===== config.mk =====
export PLATFORM = sky130hd
export DESIGN_NAME = mdclcg_word_collector_flat
export DESIGN_NICKNAME = d
export VERILOG_FILES = /design/src/rtl/mdclcg_word_collector_if.sv /design/src/rtl/mdclcg_word_collector.sv /design/src/flat_wrapper.sv
export SDC_FILE = /design/constraint.sdc
export NUM_CORES = 1
export LEC_CHECK = 0
export CORE_MARGIN = 1.5
export CORE_UTILIZATION = 30
export DETAILED_ROUTE_END_ITERATION = 6
export GPL_TIMING_DRIVEN = 0
export HOLD_SLACK_MARGIN = 0.06
export PLACE_DENSITY_LB_ADDON = 0.2
export SLEW_MARGIN = 20
export SYNTH_ARGS = -nofsm -noshare
export SYNTH_HDL_FRONTEND = slang
export SYNTH_SLANG_ARGS = --single-unit

===== constraint.sdc =====
create_clock -name clk -period 5.8 [get_ports clk]
set_input_delay 1.16 -clock clk [delete_from_list [all_inputs] [get_ports clk]]
set_output_delay 1.16 -clock clk [all_outputs]
set_load 0.02 [all_outputs]

===== src/rtl/mdclcg_word_collector_if.sv =====
`default_nettype none
// +--------------------------------------------------------------------+
// | mdclcg_word_collector_if : bit-in / word-out bundle for collector   |
// | Rev 1.0                                                             |
// +--------------------------------------------------------------------+
interface mdclcg_word_collector_if #(
  parameter int WORD_W     = 32,
  parameter int FIFO_DEPTH = 4
);
  localparam int LVL_W = $clog2(FIFO_DEPTH) + 1;

  logic              bit_in;
  logic              bit_valid;
  logic [WORD_W-1:0] word_out;
  logic              word_valid;
  logic              word_ready;
  logic [LVL_W-1:0]  level;
  logic              overflow;
  logic              run_err;

  modport master (
    output bit_in, bit_valid, word_ready,
    input  word_out, word_valid, level, overflow, run_err
  );

  modport slave (
    input  bit_in, bit_valid, word_ready,
    output word_out, word_valid, level, overflow, run_err
  );
endinterface
`default_nettype wire


===== src/rtl/mdclcg_word_collector.sv =====
`default_nettype none
// +--------------------------------------------------------------------+
// | mdclcg_word_collector : packs serial Zi bits MSB-first into words,  |
// | queues them in a FWFT FIFO and runs a repetition-count check. R1.0  |
// +--------------------------------------------------------------------+
module mdclcg_word_collector #(
  parameter int WORD_W     = 32,
  parameter int FIFO_DEPTH = 4,
  parameter int RUN_LIMIT  = 34
) (
  input  logic                  clk,
  input  logic                  start,
  mdclcg_word_collector_if.slave bus
);
  localparam int LVL_W = $clog2(FIFO_DEPTH) + 1;
  localparam int PTR_W = $clog2(FIFO_DEPTH);
  localparam int CNT_W = $clog2(WORD_W);
  localparam int RUN_W = $clog2(RUN_LIMIT + 1);
  localparam logic [CNT_W-1:0] CNT_LAST = CNT_W'(WORD_W - 1);
  localparam logic [RUN_W-1:0] RUN_MAX  = RUN_W'(RUN_LIMIT);
  localparam logic [LVL_W-1:0] LVL_FULL = LVL_W'(FIFO_DEPTH);

  logic [WORD_W-1:0] sr_q, sr_d;
  logic [CNT_W-1:0]  cnt_q, cnt_d;
  logic [RUN_W-1:0]  run_q, run_d;
  logic              last_q, last_d;
  logic              rerr_q, rerr_d;
  logic              ovf_q, ovf_d;
  logic [WORD_W-1:0] mem_q [FIFO_DEPTH];
  logic [PTR_W-1:0]  wr_ptr_q, wr_ptr_d;
  logic [PTR_W-1:0]  rd_ptr_q, rd_ptr_d;
  logic [LVL_W-1:0]  lvl_q, lvl_d;

  logic              w_done;
  logic [WORD_W-1:0] w_word;
  logic              w_valid;
  logic              w_pop;
  logic              w_push;

  assign w_word  = {sr_q[WORD_W-2:0], bus.bit_in};
  assign w_done  = bus.bit_valid && (cnt_q == CNT_LAST);
  assign w_valid = (lvl_q != '0);
  assign w_pop   = w_valid && bus.word_ready;
  // A full FIFO still takes the new word when the head leaves on the same edge.
  assign w_push  = w_done && ((lvl_q != LVL_FULL) || w_pop);

  always_comb begin
    sr_d   = sr_q;
    cnt_d  = cnt_q;
    run_d  = run_q;
    last_d = last_q;
    rerr_d = rerr_q;
    if (bus.bit_valid) begin
      sr_d   = w_word;
      cnt_d  = w_done ? '0 : cnt_q + 1'b1;
      last_d = bus.bit_in;
      // run_q == 0 only before the first bit after reset, so that bit starts a fresh run.
      if ((run_q != '0) && (bus.bit_in == last_q)) begin
        if (run_q != RUN_MAX) run_d = run_q + 1'b1;
      end else begin
        run_d = RUN_W'(1);
      end
      if (run_d == RUN_MAX) rerr_d = 1'b1;
    end
  end

  always_comb begin
    wr_ptr_d = wr_ptr_q;
    rd_ptr_d = rd_ptr_q;
    lvl_d    = lvl_q;
    ovf_d    = ovf_q | (w_done & ~w_push);
    if (w_push) wr_ptr_d = wr_ptr_q + 1'b1;
    if (w_pop)  rd_ptr_d = rd_ptr_q + 1'b1;
    case ({w_push, w_pop})
      2'b10:   lvl_d = lvl_q + 1'b1;
      2'b01:   lvl_d = lvl_q - 1'b1;
      default: lvl_d = lvl_q;
    endcase
  end

  always_ff @(posedge clk) begin
    if (start) begin
      sr_q     <= '0;
      cnt_q    <= '0;
      run_q    <= '0;
      last_q   <= 1'b0;
      rerr_q   <= 1'b0;
      ovf_q    <= 1'b0;
      wr_ptr_q <= '0;
      rd_ptr_q <= '0;
      lvl_q    <= '0;
      for (int i = 0; i < FIFO_DEPTH; i++) mem_q[i] <= '0;
    end else begin
      sr_q     <= sr_d;
      cnt_q    <= cnt_d;
      run_q    <= run_d;
      last_q   <= last_d;
      rerr_q   <= rerr_d;
      ovf_q    <= ovf_d;
      wr_ptr_q <= wr_ptr_d;
      rd_ptr_q <= rd_ptr_d;
      lvl_q    <= lvl_d;
      if (w_push) mem_q[wr_ptr_q] <= w_word;
    end
  end

  assign bus.word_out   = mem_q[rd_ptr_q];
  assign bus.word_valid = w_valid;
  assign bus.level      = lvl_q;
  assign bus.overflow   = ovf_q;
  assign bus.run_err    = rerr_q;
endmodule
`default_nettype wire


===== src/flat_wrapper.sv =====
// flat-port wrapper written by rule: the top's interface ports become plain ports
module mdclcg_word_collector_flat 
#(
  parameter int WORD_W     = 32,
  parameter int FIFO_DEPTH = 4,
  parameter int RUN_LIMIT  = 34
)
  (clk, start, bus_bit_in, bus_bit_valid, bus_word_ready, bus_word_out, bus_word_valid, bus_level, bus_overflow, bus_run_err);
  mdclcg_word_collector_if #(.WORD_W(WORD_W), .FIFO_DEPTH(FIFO_DEPTH)) bus_i ();
  input  logic clk;
  input  logic start;
  input wire logic [$bits(bus_i.bit_in)-1:0] bus_bit_in;
  input wire logic [$bits(bus_i.bit_valid)-1:0] bus_bit_valid;
  input wire logic [$bits(bus_i.word_ready)-1:0] bus_word_ready;
  output wire logic [$bits(bus_i.word_out)-1:0] bus_word_out;
  output wire logic [$bits(bus_i.word_valid)-1:0] bus_word_valid;
  output wire logic [$bits(bus_i.level)-1:0] bus_level;
  output wire logic [$bits(bus_i.overflow)-1:0] bus_overflow;
  output wire logic [$bits(bus_i.run_err)-1:0] bus_run_err;
  assign bus_i.bit_in = bus_bit_in;
  assign bus_i.bit_valid = bus_bit_valid;
  assign bus_i.word_ready = bus_word_ready;
  assign bus_word_out = bus_i.word_out;
  assign bus_word_valid = bus_i.word_valid;
  assign bus_level = bus_i.level;
  assign bus_overflow = bus_i.overflow;
  assign bus_run_err = bus_i.run_err;
  mdclcg_word_collector #(.WORD_W(WORD_W), .FIFO_DEPTH(FIFO_DEPTH), .RUN_LIMIT(RUN_LIMIT)) u_core (.clk(clk), .start(start), .bus(bus_i));
endmodule

* Word level (Yosys, flattened, before mapping)
Memory sizes are Yosys's and may differ from the RTL's. A register that Yosys moved wholly into a read port is not among the register bits.
Cells that the tools add are included.
** Storage, ports and cells
- Register bits after elaboration :: 52
- Bits in latches :: 0
- RAM bits :: 128
- Bits in read-only memories :: 0
- Output and inout bits :: 38
- Memories kept :: 1
** Operators by class
- Add/subtract/negate cells :: 6
- Multipliers :: 0
- Div/mod/pow operators :: 0
- $lt $le $gt $ge :: 0
- Eq/ne operators :: 7
- Shift-type cells :: 0
- Mux-type cells :: 15
- Bitwise gates (word level) :: 3
- Reductions and logical operators :: 10
** Memory list
- u_core.mem_q :: depth 4, bits a word 32, rd ports 1, clocked after Yosys merged registers in 1, wr ports 4, line mdclcg_word_collector.sv:29 : logic [WORD_W-1:0] mem_q [FIFO_DEPTH];
** Operators by type and width (number)
- 32-bit two-way mux :: 1
- 32-bit OR reduction :: 1
- 6-bit two-way mux :: 3
- 6-bit by 1-bit adder with 6-bit output, second input constant :: 1
- 6-bit equality test, second input constant :: 1
- 1-bit two-way mux :: 6
- 2-bit two-way mux :: 3
- 6-bit inequality test, second input constant :: 1
- 3-bit one-hot mux with 2 select lines :: 1
- 6-bit nonzero test :: 1
- 5-bit by 1-bit adder with 5-bit output, second input constant :: 1
- 5-bit equality test, second input constant :: 1
- 5-bit two-way mux :: 1
- 2-bit by 1-bit adder with 2-bit output, second input constant :: 2
- 1-bit logical AND :: 4
- 3-bit by 1-bit adder with 3-bit output, second input constant :: 1
- 3-bit inequality test, second input constant :: 1
- 3-bit nonzero test :: 1
- 3-bit by 1-bit subtractor with 3-bit output, second input constant :: 1
- 2-bit by 1-bit equality test with 1-bit output, second input constant :: 1
- 2-bit equality test, second input constant :: 1
- 2-bit AND reduction :: 1
- 2-bit nonzero test :: 1
- 1-bit bitwise AND :: 1
- other kinds (4) :: 4

* Longest topological paths before layout
Gate-level depths: netlist of run 1.
- Depth in word-level cells :: 9
- Gate-level depth with buffers :: 12
- Depth with buffers taken out :: 12

* Least setup slack after synthesis of run 1
OpenSTA, ideal clock, no wires.
- Kind :: input to register
- Start point :: input bus_bit_valid
- End point :: memory u_core.mem_q[1][0] (enable)
- Library setup time :: 0.466 ns
- Arrival :: 4.217 ns
- Path slack :: 1.118 ns
- Stages on the path :: 4
- Path buffers :: 1
- Cells stage by stage :: clkbuf_1 -> nand2_1 -> or3_2 -> o21ai_0
** RTL lines
- start: declaration :: line flat_wrapper.sv:13 : input wire logic [$bits(bus_i.bit_valid)-1:0] bus_bit_valid;
- end: declaration :: line mdclcg_word_collector.sv:29

==> results.json, run 1 <==
{
  "hold_path.class": "reg -> reg",
  "async_flop_share_pct": 0,
  "core_um2": 25900,
  "chipHeight_um": 165,
  "num_rows": 59,
  "met3RoutedLength_um": 577,
  "ys_ff_latch": 181,
  "ys_top_cells_by_area": "edfxtp_1 49%, dfxtp_1 13%, and2_1 9.4%",
  "ant_nets": 0,
  "dp_hpwl_um": 10800,
  "worstPathArrival_ns": 2.63,
  "totalNegativeSetupSlack_ns": 0,
  "drive_gt1_share_pct": 17.8,
  "yosysTopAreaCellShare_pct": 48.7,
  "cts-root-buf": "clkbuf_16",
  "cts.htree.levels": 4,
  "grt_overflow": 0,
  "r2r_setup_slack_ns": 2.98,
  "syn_inst": 554,
  "syn-num-nets": 566,
  "worstSkewPairLatency_ns": 0.42,
  "firstDrtPassIters": 4,
  "num_vias": 4422,
  "grt_pass1_vias": 4626,
  "grt_pass1_wl_um": 26600,
  "dieArea_um2": 27300,
  "grt_start_max_net_pins": 20,
  "drtIter0Drc": 263,
  "irDropWorstVdd_uv": 130,
  "start_util_pct": 30.4,
  "syn_avg_cell_area_um2": 14.2,
  "power_leakage_uw": 0.00334,
  "synthToLayoutAreaGrowth_pct": 20.1,
  "dp_slack_ns": 2.09,
  "drcViolationCount": 0,
  "yosysTopAreaCell": "edfxtp_1",
  "finalPower_uw": 2720,
  "viasPerCell": 4.56,
  "cts_buffer_depth": 2,
  "portBuffers": 40,
  "maxCapViolCount": 0,
  "cts_resized": 0,
  "fp.dieW_um": 165,
  "dr_wl_met2_um": 8590,
  "crit_fanout": 10,
  "fillers": 2435,
  "path_class": "reg -> out",
  "relSlewSlack_pct": 51.8,
  "met1_length_um": 7520,
  "yosysWarnings": 0,
  "nets": 633,
  "routed_wl_um": 16800,
  "setup_slack_ns": 2.01,
  "dr.max_layer_used": "met4",
  "mappedNetlistArea_um2": 7890,
  "antenna_cells_inserted": 0,
  "status": "finished, final reports clean",
  "cts_num_sinks": 181,
  "endpoint_kind": "output port",
  "fmax_ghz": 0.264,
  "antenna_found_initial": 0,
  "cts_buffers": 17,
  "track_usage_pct": 13.3,
  "hold_viol": 0,
  "gp_congestion": 0.712,
  "setup_viol": 0,
  "ys_seq_area_share_pct": 62.2,
  "critPathRequiredTime_ns": 4.64,
  "p_per_area_nw_per_um2": 287,
  "post_cts_buffers": 0,
  "synth_edf_count": 128,
  "synth_ff_type": "edfxtp_1",
  "worstMarginPinSlew_ns": 0.723,
  "holdBufCountCts": 0,
  "pin_count": 43,
  "wl_per_cell_um": 17.4,
  "clock_skew_ns": 0.0107,
  "layout_min_cycle_time_ns": 3.79,
  "period_share_pct": 65.3,
  "final_max_slew_viol_count": 0,
  "yosysUniqueCellTypes": 48,
  "rsz0062_at_grt": "no",
  "start_kind": "register",
  "cts_tree": "yes",
  "cts.reportedPaths.clkPinSlew_ns": 0.07
}
-- final cells by class --
class | instances | area [um^2] | area share (%)
buffer | 35 | 219 | 2.31
inverter | 11 | 41.3 | 0.436
timing repair buffer | 48 | 552 | 5.82
tap | 335 | 419 | 4.42
sequential | 181 | 4900 | 51.7
clock inverter | 13 | 149 | 1.57
multi-input combinational | 327 | 2760 | 29.1
clock buffer | 19 | 433 | 4.57
-- registers in the layout, summed over array words and instances, names as in the netlist, named ones only --
signal	count
u_core.cnt_q	5
u_core.mem_q	128
u_core.sr_q	31
u_core.rd_ptr_q	2
u_core.wr_ptr_q	2
u_core.bus.overflow	1
u_core.bus.run_err	1
u_core.bus.level	3
u_core.run_q	6
-- stage by stage --
stage / std cells / area, um^2 / util (%) / hold WS, ns
2_1_floorplan: 554 / 7890 / - / 0.450
3_3_place_gp: 929 / 8710 / 33.6 / 0.458
3_5_place_dp: 937 / 8900 / 34.3 / 0.463
4_1_cts: 969 / 9480 / 36.6 / 0.477
5_1_grt: 969 / 9480 / 36.6 / 0.494
6_report: 969 / 9480 / 36.6 / 0.477
-- layout by cell type, fill, tap and decap left out, types with 4 or more instances in the layout --
cell type / count
edfxtp_1: 128
and2_1: 119
dfxtp_1: 53
nor2_1: 47
clkdlybuf4s50_1: 40
mux2i_1: 34
mux4_2: 32
clkbuf_16: 17
clkbuf_1: 15
buf_6: 13
inv_1: 11
buf_2: 10
a21oi_1: 8
nand2_1: 6
xor2_1: 6
ha_1: 6
and2_4: 5
nand3_1: 5
and2_2: 4
o21ai_0: 4
nand2b_1: 4
clkinv_4: 4
-- synthesized netlist by cell type, drive strengths merged, types with 3 or more instances --
cell,instances
a21oi,9
nand3b,3
mux2i,34
and2,128
inv,11
nand2,6
ha,6
xor2,6
nor2,47
clkbuf,13
or3,4
nand4,3
nor3,4
nand3,5
o21ai,6
mux4,32
dfxtp,53
edfxtp,128
nand2b,5
xnor2,4
and3,5
buf,22
-- layer usage --
layer | GRT usage, % | up-vias
li1 | - | 2125
met1 | 16.7 | 2220
met2 | 23.2 | 63
met3 | 2.75 | 14
met4 | 3.69 | 0
met5 | 0 | -
-- report_power, final --
| group | total (uW) | switching [uW] | internal, uW |
|---|---|---|---|
| logic | 135 | 76.6 | 58.1 |
| registers | 1440 | 12.6 | 1420 |
| clock network | 1150 | 504 | 643 |
| total | 2720 | 593 | 2120 |
-- path summary, 6_finish.rpt --
path | start | depth (start not counted) | end
worst min-delay path | u_core.cnt_q[4] | 2 | u_core.cnt_q[4]
worst max-delay path | register | 4 | bus_word_out[30]
worst max register to register | u_core.cnt_q[0] | 8 | u_core.mem_q[0][19]
worst min register to register | u_core.cnt_q[4] | 2 | u_core.cnt_q[4]
-- logic make-up (layout without fill, tap and decap cells) --
group	count (synthesis)	after routing	share of synthesized area [%]
simple gates	215	215	16.3
buf+inv	46	126	3.30
flops	181	181	62.2
xor+xnor	10	10	1.21
compound gates	29	29	2.41
mux	66	66	13.4
fa+ha+maj	7	7	1.21
-- worst max-delay path: stages (launching register included) --
cell	delay (ns)
dfxtp_1	0.31
clkbuf_1	0.28
buf_2	0.43
mux4_2	0.61
clkdlybuf4s50_1	0.57
Note: power is estimated with default switching activity, not from simulation.
==> run 2: changes to the inputs <==
clock period = 3.3 ns   (was 5.8 ns; I/O delays follow)
==> results.json, run 2 (same netlist as run 1, synthesis figures left out) <==
{
  "fmax_ghz": 0.316,
  "cts_buffer_depth": 2,
  "synthToLayoutAreaGrowth_pct": 20.6,
  "wl_per_cell_um": 17.2,
  "pin_count": 43,
  "antenna_cells_inserted": 0,
  "setup_slack_ns": 0.138,
  "num_vias": 4401,
  "cp_cell_sequence": "clkbuf_1 -> mux4_2 -> clkdlybuf4s50_1",
  "cts.htree.levels": 4,
  "dp_slack_ns": 0.109,
  "dp_hpwl_um": 11000,
  "start_util_pct": 30.4,
  "maxCapViolCount": 0,
  "p_per_area_nw_per_um2": 501,
  "largest_register_ffs": 128,
  "max_stage_delay_ns": 0.61,
  "gp_congestion": 0.746,
  "cts_num_sinks": 181,
  "hold_path_depth": 2,
  "final_util_pct": 36.7,
  "path_class": "reg -> out",
  "layout_min_cycle_time_ns": 3.16,
  "min_to": "u_core.cnt_q[4]",
  "grt_start_max_net_pins": 19,
  "layout_common_cells": "128 x edfxtp_1, 119 x and2_1, 53 x dfxtp_1",
  "worstMarginPinSlew_ns": 0.750,
  "grt_pass1_vias": 4620,
  "path_buf_inv": 2,
  "top_regs": "u_core.mem_q: 128 flops, u_core.sr_q: 31 flops, u_core.run_q: 6 flops",
  "drive_gt1_share_pct": 18.0,
  "nets": 633,
  "r2r_cells": 8,
  "r2r_end": "u_core.mem_q[0][16]",
  "hold_viol": 0,
  "cts-root-buf": "clkbuf_16",
  "dieArea_um2": 27300,
  "routed_wl_um": 16700,
  "status": "finished, final reports clean",
  "relSlewSlack_pct": 50.0,
  "endpoint_kind": "output port",
  "antenna_found_initial": 0,
  "clock_skew_ns": 0.0127,
  "r2r_setup_slack_ns": 0.45,
  "final_common_cell": "edfxtp_1",
  "critPathRequiredTime_ns": 2.64,
  "ant_nets": 0,
  "power_leakage_uw": 0.00335,
  "firstDrtPassIters": 4,
  "cts_tree": "yes",
  "min_from": "u_core.cnt_q[4]",
  "cts.reportedPaths.clkPinSlew_ns": 0.07,
  "setup_viol": 0,
  "viasPerCell": 4.54,
  "fp.dieW_um": 165,
  "final_max_slew_viol_count": 0,
  "rsz0062_at_grt": "no",
  "grt_pass1_wl_um": 25700,
  "period_share_pct": 95.8,
  "crit_fanout": 10,
  "worstPathArrival_ns": 2.50,
  "crit_slowest_cell": "clkbuf_1",
  "holdWs_ns": 0.480,
  "r2r_start": "u_core.cnt_q[0]",
  "drcViolationCount": 0,
  "totalNegativeSetupSlack_ns": 0,
  "cts_buffers": 17,
  "chipHeight_um": 165,
  "track_usage_pct": 13.0,
  "drtIter0Drc": 312,
  "hold_path.class": "reg -> reg",
  "grt_overflow": 0,
  "num_rows": 59,
  "core_um2": 25900,
  "worstSkewPairLatency_ns": 0.43,
  "start_kind": "register",
  "post_cts_buffers": 0,
  "critPathTopFamily": "buffers and inverters",
  "irDropWorstVdd_uv": 336,
  "regMostFlops": "u_core.mem_q",
  "portBuffers": 40
}
==> run 2: cell types whose count changed in the layout (fill, tap and decap cells not counted) <==
cell | before | now
inv_6 | 3 | 4
buf_12 | 1 | 0
buf_4 | 0 | 2
buf_6 | 13 | 12
buf_16 | 3 | 5
clkinvlp_4 | 1 | 3
buf_8 | 1 | 2
clkbuf_1 | 15 | 14
clkbuf_2 | 0 | 1
clkinv_4 | 4 | 1
buf_2 | 10 | 7
==> run 2: through the flow <==
step	total power, uW	cells	cell area [um^2]
2_1_floorplan	2700	554	7890
3_3_place_gp	2790	929	8710
3_5_place_dp	2820	937	8920
4_1_cts	4820	969	9510
5_1_grt	4930	969	9520
6_report	4770	969	9520
==> run 2: layout make-up <==
type | count | area (um^2)
buffer | 35 | 231
clock buffer | 19 | 433
clock inverter | 13 | 146
fill | 2413 | 16400
inverter | 11 | 41.3
multi-input combinational | 327 | 2760
sequential | 181 | 4900
tap | 335 | 419
timing repair buffer | 48 | 579
==> run 2: where the power goes <==
| group | total, uW | internal [uW] | switching [uW] |
|---|---|---|---|
| sequential | 2530 | 2500 | 22.4 |
| clock | 2000 | 1130 | 873 |
| combinational | 240 | 105 | 135 |
==> run 2: worst max path at each step <==
stage	end	startpoint	slack (ns)	depth (start not counted)
after floorplan	u_core.mem_q[3][0]	u_core.cnt_q[0]	-0.10	6
after global placement	u_core.mem_q[1][16]	bus_word_ready	-1.94	4
after detailed placement	u_core.bus.level[2]	bus_word_ready	0.11	10
after CTS	bus_word_out[30]	register	0.03	4
after global routing	bus_word_out[30]	register	0.01	3
final	bus_word_out[30]	register	0.14	3
==> run 2: worst register-to-register path, delay by kind of cell (launching register included) <==
kind,cells,cell delay [ns]
flip-flops,1,0.37
buffers and inverters,1,0.24
AND/OR/NAND/NOR,5,1.41
adder cells (fa/ha/maj),2,0.51
==> run 2: layer usage <==
layer | GRT usage, % | up-vias | part of all wire, %
li1 | - | 2130 | -
met2 | 23.7 | 67 | 52
met1 | 15.4 | 2189 | 43
met4 | 3.40 | 0 | 0.99
met3 | 2.87 | 15 | 3.5
met5 | 0 | - | 0
==> run 2: what timing repair did <==
item,4_1_cts,5_1_grt
endpoints found under the setup margin,30,1
hold buffers,0,0
gates resized for setup,3,3
==> RTL edit (flow settings as in run 1) <==
`FIFO_DEPTH` is set to 4 in 3 places; all go to 2.
--- a/src/rtl/mdclcg_word_collector_if.sv
+++ b/src/rtl/mdclcg_word_collector_if.sv
@@ -5,7 +5,7 @@
 // +--------------------------------------------------------------------+
 interface mdclcg_word_collector_if #(
   parameter int WORD_W     = 32,
-  parameter int FIFO_DEPTH = 4
+  parameter int FIFO_DEPTH = 2
 );
   localparam int LVL_W = $clog2(FIFO_DEPTH) + 1;
 
--- a/src/rtl/mdclcg_word_collector.sv
+++ b/src/rtl/mdclcg_word_collector.sv
@@ -5,7 +5,7 @@
 // +--------------------------------------------------------------------+
 module mdclcg_word_collector #(
   parameter int WORD_W     = 32,
-  parameter int FIFO_DEPTH = 4,
+  parameter int FIFO_DEPTH = 2,
   parameter int RUN_LIMIT  = 34
 ) (
   input  logic                  clk,
--- a/src/flat_wrapper.sv
+++ b/src/flat_wrapper.sv
@@ -2,7 +2,7 @@
 module mdclcg_word_collector_flat 
 #(
   parameter int WORD_W     = 32,
-  parameter int FIFO_DEPTH = 4,
+  parameter int FIFO_DEPTH = 2,
   parameter int RUN_LIMIT  = 34
 )
   (clk, start, bus_bit_in, bus_bit_valid, bus_word_ready, bus_word_out, bus_word_valid, bus_level, bus_overflow, bus_run_err);
Interface: changed (resized bus_level); port bits go from 43 to 42. No check against the original RTL was run, so the function may have changed too.
==> RTL edit against run 1 <==
  * Clock skew shrank 0.0040 ns
  * Worst hold slack worse by 0.00071 ns
  * Fmax rose by 14%
  * Wire length decreased by 45%
  * Power down 25%
  * Area after synthesis decreased by 38%
  * Die area fell by 37%
  * Critical path depth did not move
  * Setup slack improved by 0.46 ns
  * Final area decreased by 34%
  * Sequential cell count decreased by 68
  * Count of clock-buffer cells in the layout is 1 higher
  * Largest cell class unchanged
  * Largest power group is now the clock network
==> RTL edit: results (changes against run 1) <==
Logic synthesis
  • Number of distinct library cells after synthesis: 45 (was 48)
  • Post-synth net total: 402 (was 566)
  • EDFF count, synth: 64 (was 128)
  • Most common library cells after synthesis: and2_1, edfxtp_1, dfxtp_1 (was edfxtp_1, and2_1, dfxtp_1)

Timing
  • Clock skew: 0.006754 ns (was 0.01073 ns)
  • Max_slew headroom: 57.83% (was 51.79%)

Power
  • NetSw: 0.4116 mW (was 0.5931 mW)
  • VDD IR-drop max: 0.1906 mV (was 0.1300 mV)
  • Static leakage: 2.349 nW (was 3.340 nW)

Global route
  • Global-route track usage on met2: 18.89% (was 23.16%)
  • Met3 GRT Util: 4.072% (was 2.747%)
  • GRT Total Usage: 11.69% (was 13.30%)
  • First-pass GRT wire length: 14810 um (was 26580 um)

Place
  • Final estimated routing congestion in global placement: 0.7511 (was 0.7122)
  • Count of input and output buffers: 39 (was 40)

Cells and area
  • Top Registers: u_core.mem_q (64), u_core.sr_q (31), u_core.run_q (6) (was u_core.mem_q (128), u_core.sr_q (31), u_core.run_q (6))
  • Final nets: 462 (was 633)
  • Layout cells sized above 1: 18.10% (was 17.82%)

Clock network
  • Reg clk slew, reported paths: 0.05 ns (was 0.07 ns)
  • Worst skew pair latency: 0.40 ns (was 0.42 ns)

Critical path
  • R2R Setup Slk: 3.04 ns (was 2.98 ns)
  • Arrival time at the worst endpoint: 2.16 ns (was 2.63 ns)
  • Critical Path Max Stage Delay: 0.55 ns (was 0.61 ns)
  • Slowest-stage cell, CP: clkdlybuf4s50_1 (was mux4_2)

Detailed routing
  • Vias: 2941 (was 4422)
  • Post-Route WL: 9263 um (was 16840 um)
  • 1st-iter DRT viols: 155 (was 263)

Status
  • Result of the run: completed (unchanged)
## RTL edit: changes by cell type in the layout (fill, tap and decap cells not counted), sizes merged, moves of 3 or more
| cell | change |
|---|---|
| mux4 | -32 |
| and2 | -63 |
| clkbuf | -6 |
| mux2 | +32 |
| edfxtp | -64 |
| nor2 | -3 |
| and3 | -3 |
| dfxtp | -4 |
| inv | -10 |
| buf | -9 |
## RTL edit: area by class of cell
type	count	area, um^2
fillers	1559	9671
flip-flops and latches	113	2903
multi-input cells	248	1836
repair buffers	41	445.4
clock buffers	20	436.7
well taps	216	270.3
clock inverters	12	166.4
plain buffers	25	138.9
inverters	5	18.77
## RTL edit: worst reg2reg max path: stages (launching register included)
cell	delay (ns)
dfxtp_1	0.36
ha_1	0.20
and3_1	0.17
ha_1	0.29
nand2_1	0.09
a21o_1	0.27
nor3b_4	0.38
or2_2	0.48
buf_16	0.22
## RTL edit: routing by layer
metal | share of wire (%) | wire, um
met1 | 47 | 4389
met2 | 47 | 4384
met3 | 3.7 | 347
met4 | 1.5 | 141
met5 | 0 | 0
## RTL edit: logic make-up (layout without fill, tap and decap cells)
group | count (synthesis) | count (layout) | share of synthesized area (%)
simple gates | 142 | 142 | 16.24
flops | 113 | 113 | 59.43
mux | 67 | 67 | 14.55
buf+inv | 30 | 103 | 3.227
compound gates | 25 | 25 | 3.587
xor+xnor | 8 | 8 | 1.434
fa+ha+maj | 6 | 6 | 1.537
## RTL edit: metrics by stage
| stage | hold slack [ns] | worst slack [ns] | std cells | power (mW) |
|---|---|---|---|---|
| 2_1_floorplan | 0.4502 | 1.455 | 391 | 0.9541 |
| 3_3_place_gp | 0.4625 | -0.6316 | 646 | 0.9942 |
| 3_5_place_dp | 0.4669 | 2.361 | 648 | 0.9986 |
| 4_1_cts | 0.4748 | 2.431 | 680 | 2.060 |
| 5_1_grt | 0.4951 | 2.349 | 680 | 2.108 |
| 6_report | 0.4764 | 2.477 | 680 | 2.039 |
## RTL edit: worst max path at each step
stage                         from             endpoint  slack (ns)  depth (start not counted)
floorplan            bus_bit_valid   u_core.mem_q[0][0]        1.46                          4
global placement    bus_word_ready   u_core.mem_q[0][7]       -0.63                          4
detailed placement  bus_word_ready  u_core.mem_q[1][17]        2.36                          6
CTS                       register     bus_word_out[29]        2.43                          4
global route              register     bus_word_out[29]        2.35                          4
finish                    register     bus_word_out[29]        2.48                          4
## RTL edit: power by group through the flow
stage	Combinational, mW	Sequential, mW	Clock [mW]
after global routing	0.110	0.880	1.12
after CTS	0.105	0.878	1.08
after floorplan	0.0613	0.893	0
after detailed placement	0.104	0.894	0
after global placement	0.0990	0.895	0
final	0.102	0.878	1.06
